<file path="src/rtl/cdf_pkg.sv">
// Shared types and constants for the CDF sequencing logic.
// The controller and interface import this package.
package cdf_pkg;

    localparam int CDF_NUM_BINS      = 256;
    localparam int CDF_BINS_PER_READ = 8;
    localparam int CDF_WR_BASE       = 64;

    typedef enum logic [3:0] {
        IDLE   = 4'd0,
        CLEAR  = 4'd1,
        READ   = 4'd2,
        WAIT   = 4'd3,
        READY  = 4'd4,
        SETTLE = 4'd5,
        DONE0  = 4'd6,
        DONE1  = 4'd7,
        GAP    = 4'd8,
        FINISH = 4'd9
    } cdf_state_e;

endpackage

</file>
<file path="src/rtl/cdf_controller_if.sv">
// Control bundle between the equalization sequencer, the CDF controller and the CDF datapath.
// The controller takes the master modport; the sequencer/datapath side takes the slave modport.
interface cdf_controller_if import cdf_pkg::*; #(
    parameter int ITER_W = $clog2(CDF_NUM_BINS / CDF_BINS_PER_READ)
);
    logic              start;
    logic              abort;
    logic              busy;
    logic              dp_clear;
    logic              read_first_value;
    logic              read_next_value;
    logic              scratch_mem_read_ready;
    logic              cdf_computation_done;
    logic              cdf_done;
    logic [ITER_W-1:0] iter;

    modport master (
        input  start, abort,
        output busy, dp_clear, read_first_value, read_next_value,
               scratch_mem_read_ready, cdf_computation_done, cdf_done, iter
    );

    modport slave (
        output start, abort,
        input  busy, dp_clear, read_first_value, read_next_value,
               scratch_mem_read_ready, cdf_computation_done, cdf_done, iter
    );

endinterface

</file>
<file path="src/rtl/cdf_controller.sv">
// Sequencing FSM for the CDF datapath: one frame runs ITERS read/compute/write iterations.
// Outputs are registered copies decoded from the next state, so they line up with the state.
module cdf_controller import cdf_pkg::*; #(
    parameter int NUM_BINS      = CDF_NUM_BINS,
    parameter int BINS_PER_READ = CDF_BINS_PER_READ,
    parameter int READ_WAIT     = 3,
    parameter int SETTLE_CYC    = 2
) (
    input logic              clk,
    input logic              reset,
    cdf_controller_if.master bus
);

    localparam int ITERS   = NUM_BINS / BINS_PER_READ;
    localparam int ITER_W  = (ITERS > 1) ? $clog2(ITERS) : 1;
    localparam int CNT_MAX = (READ_WAIT > SETTLE_CYC) ? READ_WAIT : SETTLE_CYC;
    localparam int CNT_W   = (CNT_MAX > 0) ? $clog2(CNT_MAX + 1) : 1;

    localparam logic [CNT_W-1:0]  RW_LOAD   = CNT_W'((READ_WAIT > 0) ? READ_WAIT - 1 : 0);
    localparam logic [CNT_W-1:0]  SC_LOAD   = CNT_W'((SETTLE_CYC > 0) ? SETTLE_CYC - 1 : 0);
    localparam logic [ITER_W-1:0] ITER_LAST = ITER_W'(ITERS - 1);

    cdf_state_e        state_q, state_d;
    logic [CNT_W-1:0]  cnt_q, cnt_d;
    logic [ITER_W-1:0] iter_q, iter_d;
    logic busy_q, busy_d, clr_q, clr_d, rfv_q, rfv_d, rnv_q, rnv_d;
    logic rdy_q, rdy_d, cdone_q, cdone_d, fin_q, fin_d;

    always_comb begin
        state_d = state_q;
        cnt_d   = cnt_q;
        iter_d  = iter_q;
        if (state_q != IDLE && bus.abort) begin
            state_d = IDLE;
            cnt_d   = '0;
            iter_d  = '0;
        end else begin
            case (state_q)
                IDLE:   if (bus.start) state_d = CLEAR;
                CLEAR:  state_d = READ;
                // A zero-length wait skips the state instead of spending a cycle in it
                READ: begin
                    if (READ_WAIT > 0) begin
                        state_d = WAIT;
                        cnt_d   = RW_LOAD;
                    end else begin
                        state_d = READY;
                    end
                end
                WAIT:   if (cnt_q == '0) state_d = READY; else cnt_d = cnt_q - 1'b1;
                READY: begin
                    if (SETTLE_CYC > 0) begin
                        state_d = SETTLE;
                        cnt_d   = SC_LOAD;
                    end else begin
                        state_d = DONE0;
                    end
                end
                SETTLE: if (cnt_q == '0) state_d = DONE0; else cnt_d = cnt_q - 1'b1;
                DONE0:  state_d = DONE1;
                DONE1:  state_d = GAP;
                GAP: begin
                    if (iter_q == ITER_LAST) begin
                        state_d = FINISH;
                    end else begin
                        iter_d  = iter_q + 1'b1;
                        state_d = READ;
                    end
                end
                FINISH: begin
                    state_d = IDLE;
                    iter_d  = '0;
                end
                default: state_d = IDLE;
            endcase
        end
    end

    // Output decode looks at the next state and next iteration so the registers align with the state
    always_comb begin
        busy_d  = (state_d != IDLE);
        clr_d   = (state_d == CLEAR);
        rfv_d   = (state_d == READ) && (iter_d == '0);
        rnv_d   = (state_d == READ) && (iter_d != '0);
        rdy_d   = (state_d == READY);
        cdone_d = (state_d == DONE0) || (state_d == DONE1);
        fin_d   = (state_d == FINISH);
    end

    always_ff @(posedge clk or posedge reset) begin
        if (reset) begin
            state_q <= IDLE;
            cnt_q   <= '0;
            iter_q  <= '0;
            busy_q  <= 1'b0;
            clr_q   <= 1'b0;
            rfv_q   <= 1'b0;
            rnv_q   <= 1'b0;
            rdy_q   <= 1'b0;
            cdone_q <= 1'b0;
            fin_q   <= 1'b0;
        end else begin
            state_q <= state_d;
            cnt_q   <= cnt_d;
            iter_q  <= iter_d;
            busy_q  <= busy_d;
            clr_q   <= clr_d;
            rfv_q   <= rfv_d;
            rnv_q   <= rnv_d;
            rdy_q   <= rdy_d;
            cdone_q <= cdone_d;
            fin_q   <= fin_d;
        end
    end

    assign bus.busy                   = busy_q;
    assign bus.dp_clear               = clr_q;
    assign bus.read_first_value       = rfv_q;
    assign bus.read_next_value        = rnv_q;
    assign bus.scratch_mem_read_ready = rdy_q;
    assign bus.cdf_computation_done   = cdone_q;
    assign bus.cdf_done               = fin_q;
    assign bus.iter                   = iter_q;

endmodule
</file>
<file path="src/flat_wrapper.sv">
// flat-port wrapper written by rule: the top's interface ports become plain ports
module cdf_controller_flat import cdf_pkg::*;
#(
    parameter int NUM_BINS      = CDF_NUM_BINS,
    parameter int BINS_PER_READ = CDF_BINS_PER_READ,
    parameter int READ_WAIT     = 3,
    parameter int SETTLE_CYC    = 2
)
  (clk, reset, bus_start, bus_abort, bus_busy, bus_dp_clear, bus_read_first_value, bus_read_next_value, bus_scratch_mem_read_ready, bus_cdf_computation_done, bus_cdf_done, bus_iter);
  cdf_controller_if bus_i ();
  input logic clk;
  input logic reset;
  input wire logic [$bits(bus_i.start)-1:0] bus_start;
  input wire logic [$bits(bus_i.abort)-1:0] bus_abort;
  output wire logic [$bits(bus_i.busy)-1:0] bus_busy;
  output wire logic [$bits(bus_i.dp_clear)-1:0] bus_dp_clear;
  output wire logic [$bits(bus_i.read_first_value)-1:0] bus_read_first_value;
  output wire logic [$bits(bus_i.read_next_value)-1:0] bus_read_next_value;
  output wire logic [$bits(bus_i.scratch_mem_read_ready)-1:0] bus_scratch_mem_read_ready;
  output wire logic [$bits(bus_i.cdf_computation_done)-1:0] bus_cdf_computation_done;
  output wire logic [$bits(bus_i.cdf_done)-1:0] bus_cdf_done;
  output wire logic [$bits(bus_i.iter)-1:0] bus_iter;
  assign bus_i.start = bus_start;
  assign bus_i.abort = bus_abort;
  assign bus_busy = bus_i.busy;
  assign bus_dp_clear = bus_i.dp_clear;
  assign bus_read_first_value = bus_i.read_first_value;
  assign bus_read_next_value = bus_i.read_next_value;
  assign bus_scratch_mem_read_ready = bus_i.scratch_mem_read_ready;
  assign bus_cdf_computation_done = bus_i.cdf_computation_done;
  assign bus_cdf_done = bus_i.cdf_done;
  assign bus_iter = bus_i.iter;
  cdf_controller #(.NUM_BINS(NUM_BINS), .BINS_PER_READ(BINS_PER_READ), .READ_WAIT(READ_WAIT), .SETTLE_CYC(SETTLE_CYC)) u_core (.clk(clk), .reset(reset), .bus(bus_i));
endmodule
</file>
<file path="config.mk">
export PLATFORM = sky130hd
export DESIGN_NAME = cdf_controller_flat
export DESIGN_NICKNAME = d
export VERILOG_FILES = /design/src/rtl/cdf_pkg.sv /design/src/rtl/cdf_controller_if.sv /design/src/rtl/cdf_controller.sv /design/src/flat_wrapper.sv
export SDC_FILE = /design/constraint.sdc
export NUM_CORES = 1
export LEC_CHECK = 0
export ABC_CLOCK_PERIOD_IN_PS = 2270
export CAP_MARGIN = 25
export CORE_MARGIN = 5
export CORE_UTILIZATION = 52
export DETAILED_ROUTE_END_ITERATION = 8
export PLACE_DENSITY_LB_ADDON = 0.15
export SLEW_MARGIN = 0
export SYNTH_ARGS = -nofsm -noshare
export SYNTH_HDL_FRONTEND = slang
export SYNTH_SLANG_ARGS = --single-unit
</file>
<file path="constraint.sdc">
create_clock -name clk -period 2.27 [get_ports clk]
set_clock_uncertainty 0.05 [all_clocks]
set_input_delay 0.454 -clock clk [delete_from_list [all_inputs] [get_ports clk]]
set_output_delay 0.454 -clock clk [all_outputs]
set_load 0.03 [all_outputs]
</file>
### Yosys cells after proc, flatten, opt, wreduce, memory -nomap -nowiden

Index checks and enable logic that the tools add are counted.

| cells by class | value |
|---|---|
| add/subtract/negate cells | 2 |
| equal/unequal tests | 17 |
| muxes and demuxes | 12 |
| reductions and logical operators | 13 |

Operator list:

| operator | number |
|---|---|
| one-hot mux 4 bit (9 select lines) | 1 |
| equality test 4 x 3 -> 1 bit, second input constant | 7 |
| two-way mux 4 bit | 5 |
| equality test 4 x 2 -> 1 bit, second input constant | 3 |
| equality test 4 bit, second input constant | 3 |
| nonzero test 4 bit | 3 |
| two-way mux 5 bit | 2 |
| one-hot mux 5 bit (2 select lines) | 1 |
| equality test 4 x 1 -> 1 bit, second input constant | 2 |
| one-hot mux 2 bit (3 select lines) | 1 |
| adder 5 x 1 -> 5 bit, second input constant | 1 |
| equality test 5 bit, second input constant | 1 |
| zero test 5 bit | 1 |
| nonzero test 5 bit | 1 |
| zero test 4 bit | 1 |
| two-way mux 2 bit | 2 |
| logical AND 1 bit | 3 |
| != test 3 x 2 -> 1 bit, second input constant | 1 |
| zero test 2 bit | 1 |
| AND reduction 2 bit | 1 |
| OR reduction 2 bit | 1 |
| subtractor 2 x 1 -> 2 bit, second input constant | 1 |
| logical OR 1 bit | 1 |

| word-level totals | value |
|---|---|
| flip-flop bits (word level) | 18 |
| input port bits | 4 |
| output and inout bits | 12 |
| word-level logic and storage cells | 54 |

### Depth between registers and ports, before layout

| logic depth | value |
|---|---|
| depth after elaboration | 6 |
| depth in mapped cells | 8 |

### Least setup slack after synthesis

No wires, ideal clock.

| path | value |
|---|---|
| kind | reg2reg |
| from | reg u_core.iter_q[0] (netlist: u_core.bus.iter[0]) |
| to | reg u_core.rfv_q (netlist: u_core.bus.read_first_value) |
| library setup time | 95 ps |
| data arrival time | 1670 ps |
| data required time | 2125 ps |
| setup slack | 455 ps |
| stages on the path, launching flop included | 7 |
| clock period less this slack | 1815 ps |
| path through | dfrtp_1 ha_1 and4_1 o32a_1 inv_2 nand3_2 nor4b_2 |

| between the ends | value |
|---|---|
| longest elaborated chain between the ends | 6 |

RTL lines:

| item | RTL line | text |
|---|---|---|
| from (decl) | cdf_controller.sv:25 | `logic [ITER_W-1:0] iter_q, iter_d;` |
| from (signal assigned) | cdf_controller.sv:105 | `iter_q <= iter_d;` |
| equality test 5 bit | cdf_controller.sv:63 | `if (iter_q == ITER_LAST) begin` |
| two-way mux 4 bit | cdf_controller.sv:63 |  |
| one-hot mux 4 bit (9 select lines) | cdf_controller.sv:38 | `case (state_q)` |
| two-way mux 4 bit | cdf_controller.sv:33 | `if (state_q != IDLE && bus.abort) begin` |
| net u_core.state_d[1] | cdf_controller.sv:23 | `cdf_state_e state_q, state_d;` |
| equality test 4 x 2 -> 1 bit | cdf_controller.sv:83 | `rfv_d = (state_d == READ) && (iter_d == '0);` |
| logical AND 1 bit | cdf_controller.sv:83 |  |
| net u_core.rfv_d | cdf_controller.sv:26 | `logic busy_q, busy_d, clr_q, clr_d, rfv_q, rfv_d, rnv_q, rnv_d;` |
| to (signal assigned) | cdf_controller.sv:108 | `rfv_q <= rfv_d;` |
| to (decl) | cdf_controller.sv:26 |  |

The timed path passes the listed nets, and every way through them passes these cells.
A chain may end at the register's enable or synchronous reset.

### Final worst setup path

| path | value |
|---|---|
| from | reg u_core.iter_q[2] (netlist: u_core.bus.iter[2]) |
| to | out bus_iter[2] |

RTL lines:

| item | RTL line | text |
|---|---|---|
| to (decl) | flat_wrapper.sv:22 | `output wire logic [$bits(bus_i.iter)-1:0] bus_iter;` |

No word-level cell between the ends.

==> out/qor.txt <==
Port bufs = 15
EDFF count, synth = 0
Synth Area per Inst = 9.61 sq um
# nets final = 136
Synth top area share = 41.5%
1st-pass router iterations = 4
Setup slack, reg-to-reg = 0.38 ns
Crit-path cells = clkdlybuf4s50_1
GPL Wtd Cong = 0.827
RSZ-0062 raised after global routing = false
Largest net degree at the start of global routing = 19
CTS max path bufs = 2
Synth warnings = 0
Via/cell ratio = 5.74
Max Clk Rate = 509 MHz
Final setup fails = 0
Clock slew at reported path FFs = 0.10 ns
Routed length per placed instance = 14.4 um
Hold_buf cts = 0
Max-slew violation count = 0
Part of the cycle the worst path needs = 86.5%
Initial antenna violation count = 0
Post_cts resized = 0
Setup crit end kind = primary output
Max-Cap Viols = 0
Crit path max fanout = 7
Ys flop type = dfrtp_1
Area contributors post-synth = dfrtp_1, a21oi_1, a211oi_2, inv_1, buf_6
Clk sinks = 18
RR Startpoint = u_core.state_q[0]$_DFF_PP0_
Status = finished, final reports clean
#FFs+latches synth = 18
Most common cell in the netlist = dfrtp_1
N_diodes = 0
Clk Latency, worst-skew pair = 0.29 ns
P_leak = 0.000573 uW
Slowest CP cell = clkdlybuf4s50_1
Top post-synthesis cells by count = dfrtp_1, a21oi_1, inv_1, nand2_1, nor2_1
Synth-to-layout area growth = 17.7%
# rows = 16
Worst hold path type = primary input to async pin
Via count = 895
Reg2reg path depth = 6
Synth area leader = dfrtp_1
Die area = 0.00310 sq mm
CTS buffer count = 3
Min Tclk post-route = 1.96 ns
Pwr/cell area = 922 mW/mm^2
Post-CTS Setup Repair Bufs = 0
H-tree levels = 1
Post-DP HPWL = 1.65 mm
Crit path max-delay family = buffers and inverters
Worst Path Required = 1.77 ns
Buf/Inv on CP = 1
Syn Inst Count = 113
Die height = 55.7 um
Rel. slew slack = 56.3%
FF-to-FF End = u_core.bus.read_first_value$_DFF_PP0_
Peak VDD IR = 0.000659 V
WL final = 2.24 mm
# IOs = 16
DRC = 0
Root Driver = clkbuf_4
Antenna Nets Post-Route = 0
CORE AREA = 0.00198 sq mm
Mapped Area = 0.00109 sq mm
Final Hold Vio Count = 0
Synth cell types = 46
Die Span X = 55.7 um
Worst Hold Slack = 0.500 ns
Biggest cell delay along the critical path = 0.71 ns
Share of post-route cells with drive strength above 1 = 14.7%
Worst setup SP type = flip-flop
Sequential cell area fraction in the yosys report = 41.5%
Vias in the first global route = 853
CTS tree = built
Gr usage total = 15.6%
First-pass GRT wire length = 3.84 mm
Setup TNS = 0 ns
Ys async rst share = 100%
Crit Path Category = flip-flop to primary output
DRT iter0 DRCs = 24
Mapped Nets = 119
Crit path DAT = 1.46 ns
Initial Util = 54.8%
Congestion Overflow GR = 0
Fill cells = 151
Least-Margin Pin Slew = 0.655 ns
worst max path at each step:
stage                            startpoint                                     to  slack [ns]  depth (start not counted)
2_1_floorplan  u_core.bus.iter[0]$_DFF_PP0_  u_core.bus.read_first_value$_DFF_PP0_        0.45                          6
3_3_place_gp                      bus_abort  u_core.bus.read_first_value$_DFF_PP0_        0.29                          6
3_5_place_dp                      bus_abort  u_core.bus.read_first_value$_DFF_PP0_        0.23                          6
4_1_cts        u_core.bus.iter[3]$_DFF_PP0_                            bus_iter[3]        0.30                          1
5_1_grt         u_core.cnt_q[0]$_DFFE_PP0P_  u_core.bus.read_first_value$_DFF_PP0_        0.19                          8
6_report       u_core.bus.iter[2]$_DFF_PP0_                            bus_iter[2]        0.31                          1
per-layer routing:
| metal | GRT usage (%) | vias up | part of all wire, % |
|---|---|---|---|
| met3 | 3.71 | 2 | 5.6 |
| met4 | 7.64 | 0 | 0.67 |
| met5 | 0 | - | 0 |
| li1 | - | 447 | - |
| met1 | 20.6 | 422 | 47 |
| met2 | 23.8 | 24 | 46 |
area by class of cell:
cell class                 count  area [sq um]  share of cell area [%]
clock buffer                   4          36.3                    2.84
inverter                      11          41.3                    3.23
multi-input combinational     77           537                    42.0
sequential                    18           450                    35.2
tap                           27          33.8                    2.64
timing repair buffer          19           180                    14.1
report_power, final:
part,switching [uW],leakage [uW],internal (uW)
clock,98.0,0.0000210,97.5
combinational,288,0.000309,234
sequential,85.6,0.000243,376
total,471,0.000573,708
cells by family (layout without fill, tap and decap cells):
group / count (synthesis) / after routing / synth area share (%)
xor+xnor: 1 / 1 / 0.807
simple gates: 37 / 37 / 20.6
fa+ha+maj: 2 / 2 / 2.30
mux: 2 / 2 / 1.84
flops: 18 / 18 / 41.5
buf+inv: 18 / 34 / 9.10
compound gates: 35 / 35 / 23.8
flip-flops by register name, summed over array words and instances, names as in the netlist:
signal / cells
u_core.bus.iter: 5
u_core.bus.cdf_computation_done: 1
u_core.bus.busy: 1
u_core.cnt_q: 2
u_core.bus.read_first_value: 1
u_core.bus.dp_clear: 1
u_core.bus.scratch_mem_read_ready: 1
u_core.bus.cdf_done: 1
u_core.bus.read_next_value: 1
u_core.state_q: 4
layout by cell type, fill, tap and decap left out, types with 2 or more instances in the layout:
cell,count
dfrtp_1,18
inv_1,10
clkbuf_4,3
nor3_1,3
a21o_1,2
nor2_1,7
a211oi_1,2
o21ai_1,2
buf_4,4
mux2i_1,2
nand3_1,4
o21ai_0,3
clkdlybuf4s50_1,15
a211oi_2,3
nand2_1,7
a21oi_1,11
ha_1,2
and3_1,3
worst register-to-register path: stages, from the launching register on:
cell,delay (ns)
dfrtp_1,0.63
nor3_4,0.33
nand2_1,0.08
o32a_1,0.33
inv_2,0.07
nand3_2,0.07
nor4b_2,0.24
metrics by stage:
| step | std cells | utilization, % | area [sq um] | setup slack (ns) | power, uW |
|---|---|---|---|---|---|
| final | 156 | 64.5 | 1280 | 0.306 | 1180 |
| after global routing | 156 | 64.5 | 1280 | 0.195 | 1280 |
| after CTS | 156 | 64.5 | 1280 | 0.298 | 1190 |
| after detailed placement | 152 | 62.7 | 1240 | 0.231 | 987 |
| after global placement | 152 | 62.7 | 1240 | 0.291 | 978 |
| after floorplan | 113 | - | 1090 | 0.455 | 877 |
Power figures use the tool's default switching activity.
